### config.mk
export PLATFORM = sky130hd
export DESIGN_NAME = ab_pattern_gen
export DESIGN_NICKNAME = d
export VERILOG_FILES = /design/src/rtl/ab_pattern_gen.sv
export SDC_FILE = /design/constraint.sdc
export NUM_CORES = 1
export LEC_CHECK = 0
export ABC_AREA = 1
export CAP_MARGIN = 5
export CORE_ASPECT_RATIO = 0.75
export CORE_MARGIN = 2
export CORE_UTILIZATION = 55
export DETAILED_ROUTE_END_ITERATION = 16
export PLACE_DENSITY = 0.77
export SLEW_MARGIN = 30
export SYNTH_ARGS = -nofsm -noshare
export SYNTH_HDL_FRONTEND = slang
export SYNTH_SLANG_ARGS = --single-unit
### constraint.sdc
create_clock -name clk -period 2.1 [get_ports clk]
set_input_delay 0.315 -clock clk [delete_from_list [all_inputs] [get_ports clk]]
set_output_delay 0.315 -clock clk [all_outputs]
set_load 0.005 [all_outputs]
### src/rtl/ab_pattern_gen.sv
`default_nettype none
// ============================================================================
// ab_pattern_gen : loads 2-bit A/B symbols, then replays them one per cycle
//                  while counting Q=1 responses (saturating).       Rev 1.0
// ============================================================================
module ab_pattern_gen #(
  parameter int DEPTH = 8
) (
  input  logic       clk,
  input  logic       reset,
  input  logic [1:0] sym_in,
  input  logic       sym_valid,
  output logic       sym_ready,
  input  logic       start,
  input  logic       Q,
  output logic       A,
  output logic       B,
  output logic       busy,
  output logic       done,
  output logic [3:0] q_count
);
  localparam int PW = (DEPTH > 1) ? $clog2(DEPTH) : 1;
  localparam int CW = $clog2(DEPTH + 1);

  typedef enum logic [1:0] {
    S_IDLE = 2'd0,
    S_PLAY = 2'd1,
    S_DONE = 2'd2
  } state_t;

  state_t        r_state;
  state_t        w_next;
  logic [1:0]    r_buf [DEPTH];
  logic [PW-1:0] r_wr_ptr;
  logic [PW-1:0] r_rd_ptr;
  logic [PW-1:0] w_rd_next;
  logic [CW-1:0] r_count;
  logic [3:0]    r_q_count;
  logic          r_a;
  logic          r_b;
  logic          w_accept;
  logic          w_launch;
  logic          w_last;
  logic [1:0]    w_first_sym;

  assign w_rd_next = r_rd_ptr + PW'(1);
  assign A         = r_a;
  assign B         = r_b;
  assign q_count   = r_q_count;

  always_comb begin
    w_next      = r_state;
    sym_ready   = 1'b0;
    busy        = 1'b0;
    done        = 1'b0;
    w_accept    = 1'b0;
    w_launch    = 1'b0;
    w_last      = (CW'(r_rd_ptr) == (r_count - CW'(1)));
    // An empty buffer can only launch if this edge writes slot 0.
    w_first_sym = (r_count == '0) ? sym_in : r_buf[0];
    case (r_state)
      S_IDLE: begin
        sym_ready = (r_count < CW'(DEPTH));
        w_accept  = sym_valid && sym_ready;
        if (start && ((r_count != '0) || w_accept)) begin
          w_launch = 1'b1;
          w_next   = S_PLAY;
        end
      end
      S_PLAY: begin
        busy = 1'b1;
        if (w_last) w_next = S_DONE;
      end
      S_DONE: begin
        done   = 1'b1;
        w_next = S_IDLE;
      end
      default: w_next = S_IDLE;
    endcase
  end

  always_ff @(posedge clk or negedge reset) begin
    if (!reset) r_state <= S_IDLE;
    else        r_state <= w_next;
  end

  always_ff @(posedge clk or negedge reset) begin
    if (!reset) begin
      for (int i = 0; i < DEPTH; i++) r_buf[i] <= 2'b00;
      r_wr_ptr  <= '0;
      r_rd_ptr  <= '0;
      r_count   <= '0;
      r_q_count <= 4'd0;
      r_a       <= 1'b0;
      r_b       <= 1'b0;
    end else begin
      if (w_accept) begin
        r_buf[r_wr_ptr] <= sym_in;
        r_wr_ptr        <= r_wr_ptr + PW'(1);
        r_count         <= r_count + CW'(1);
      end
      case (r_state)
        S_IDLE: begin
          if (w_launch) begin
            r_q_count  <= 4'd0;
            r_rd_ptr   <= '0;
            {r_a, r_b} <= w_first_sym;
          end
        end
        S_PLAY: begin
          if (Q && (r_q_count != 4'hF)) r_q_count <= r_q_count + 4'd1;
          if (w_last) begin
            {r_a, r_b} <= 2'b00;
          end else begin
            r_rd_ptr   <= w_rd_next;
            {r_a, r_b} <= r_buf[w_rd_next];
          end
        end
        S_DONE: begin
          r_wr_ptr <= '0;
          r_rd_ptr <= '0;
          r_count  <= '0;
        end
        default: ;
      endcase
    end
  end
endmodule
`default_nettype wire
==> flow_summary.toml <==
[synth]
yosysTopAreaCell = "dfrtp_1"
avgSynthCellArea_um2 = 7.86
synth.area.top_cells = "dfrtp_1 (47%), nand2_1 (16%), nand3_1 (6.6%), o21ai_1 (4.4%), ha_1 (4.1%)"
synth.most_common_cell = "nand2_1"
yosysWarningCount = 0
syn_area_um2 = 1820
netlist.area_leader.share_pct = 46.9
yosys-top-cells-count = "nand2_1 (76), dfrtp_1 (34), nand3_1 (24)"
synth_nets = 244
synthCells = 231
synth-edff-count = 0
synth_flop_cell = "dfrtp_1"
async_flop_share_pct = 100
seq_area_frac_synth_pct = 46.9
yosysUniqueCellTypes = 22
yosys_register_bits = 34

[clocking]
hold_buffers = 0
clkSinkCount = 34
h-tree-depth = 2
cts_buffer_depth = 2
clk_pin_slew_ns = 0.07
cts_tree = "yes"
clk_latency_ns = 0.30
numCtsBuffers = 5
post_cts_buffers = 0
cts-root-buf = "clkbuf_8"
cts.repair.resized = 0

[route]
wl_met1_um = 1870
via_per_inst = 4.94
drtAntennaViolNets = 0
first_pass_iters = 4
drt_iter0_drc = 60
route.met2.wl_um = 1460
routed-wl-met3_um = 188
wl_per_cell_um = 12.0
vias = 1461
wirelength_um = 3550
drc = 0
highest_layer = "met4"

[placed_design]
dp_slack_ns = 0.341
dp_hpwl_um = 2650
portBuffers = 15
place.gp.congestion = 0.794

[global_routing]
grt_pass1_vias = 1276
antenna_found_initial = 0
grt_pass1_wl_um = 5950
gr-usage-all-layers_pct = 21.5
grt_overflow = 0
grt_max_degree = 35

[sta]
rsz0062_at_grt = "false"
fmax_mhz = 533
final.setup.tns_ns = 0
period_minus_slack_ns = 1.88
hold_viol_final = 0
post-route-period-util_pct = 89.3
finClkSkew_ns = 0.00547
worst-slew-pin-transition_ns = 0.427
slew_headroom_pct = 71.5
setup_viol = 0
slew_violations = 0
finalWorstSetupSlack_ns = 0.225

[layout]
area_growth_pct = 17.0
fin_nets = 268
antennaDiodeCount = 0
fillCellCount = 288
drive_above_1_share_pct = 9.77

[floorplan]
core_um2 = 3220
dieArea_um2 = 3780
initial_core_util_pct = 56.4
std_cell_rows = 18
io_pins = 16
fp.dieW_um = 70.3
die_h_um = 53.8

[critical_path]
reg2reg_to = "r_rd_ptr[0]"
crit_required_ns = 1.78
cp-end-kind = "output pin"
r2r_cells = 12
cp_max_fo = 4
worstSetupPathType = "register to output pin"
worstPathArrival_ns = 1.56
reg2reg_from = "r_count[0]"
critPathLaunchType = "register"
reg2reg_slack_ns = 0.35

[flow_run]
max-cap-violations = 0

[power]
p_leak_nw = 1.05
power_mw = 3.30
cellPowerDensity_nw_per_um2 = 1550
ir_worst_vdd_v = 0.000754

[min_path]
hp-class = "primary input to asynchronous set/reset pin"

[outcome]
status = "completed"
cell families after synthesis:
logic type | share of synthesized area [%]
and+or+nand+nor | 31.5
DFF | 46.9
AOI/OAI and AO/OA | 9.37
buffers and inverters | 5.24
xor gates and xnor gates | 2.89
adders and majority gates | 4.13
worst max-delay path, stage by stage, from the launching register on:
cell	delay [ns]
dfrtp_1	0.43
nor2_2	0.16
inv_2	0.05
nor2_4	0.10
clkdlybuf4s50_1	0.51
power breakdown:
group          leakage [nW]  internal (mW)  total (mW)  switching (mW)
Combinational         0.562          0.672        1.57           0.900
Sequential            0.441          0.943        1.22           0.281
Clock                0.0482          0.264       0.506           0.241
Total                  1.05           1.88        3.30            1.42
sequential cells by signal, indices dropped and copies added, names as in the netlist:
register and flops:
r_rd_ptr 3, r_state 2, r_buf 16, r_wr_ptr 3, q_count 4, B 1
A 1, r_count 4
layer usage:
| metal | vias to the layer above | global-route usage (%) |
|---|---|---|
| met2 | 26 | 31.3 |
| met3 | 2 | 8.43 |
| met4 | 0 | 6.73 |
| met5 | - | 0 |
| met1 | 641 | 29.8 |
| li1 | 792 | - |
cell usage in the layout (no fill, tap or decap), types with 2 or more instances in the layout:
cell,synthesis,routed
nor2_4,4,4
clkdlybuf4s50_1,0,15
dfrtp_1,34,34
o21ai_1,16,16
clkbuf_8,0,6
nand2_1,76,76
ha_1,6,6
inv_1,19,19
nor2_2,2,2
xnor2_1,4,4
o22ai_1,3,3
o21ai_0,8,8
buf_4,0,3
a21oi_1,3,3
inv_2,5,5
nor2_1,18,18
xor2_1,2,2
nand3_1,24,24
cell type report:
| cell class | instances | area (µm²) | share of cell area, % |
|---|---|---|---|
| clock inverters | 1 | 5.00 | 0.236 |
| well taps | 40 | 50.0 | 2.36 |
| clock buffers | 7 | 86.3 | 4.06 |
| repair buffers | 18 | 173 | 8.13 |
| inverters | 24 | 90.1 | 4.24 |
| flip-flops and latches | 34 | 851 | 40.0 |
| multi-input cells | 172 | 870 | 40.9 |
per-stage QoR:
step | hold WS [ns] | utilization (%) | std cells | instance area, µm²
2_1_floorplan | 0.0194 | - | 231 | 1820
3_3_place_gp | 0.474 | 63.1 | 288 | 2030
3_5_place_dp | 0.481 | 63.1 | 288 | 2030
4_1_cts | 0.437 | 66.0 | 296 | 2120
5_1_grt | 0.468 | 66.0 | 296 | 2120
6_report | 0.418 | 66.0 | 296 | 2120
how the worst max path moves through the flow:
stage,from,to,slack [ns],cells past startpoint
6_report,r_state[0],sym_ready,0.22,4
5_1_grt,r_state[0],sym_ready,0.13,4
4_1_cts,r_state[0],sym_ready,0.21,4
3_5_place_dp,r_count[0],r_rd_ptr[0],0.34,12
3_3_place_gp,r_count[0],r_rd_ptr[0],0.36,12
2_1_floorplan,r_count[0],r_rd_ptr[2],0.55,12
Note: power is estimated with default switching activity, not from simulation.
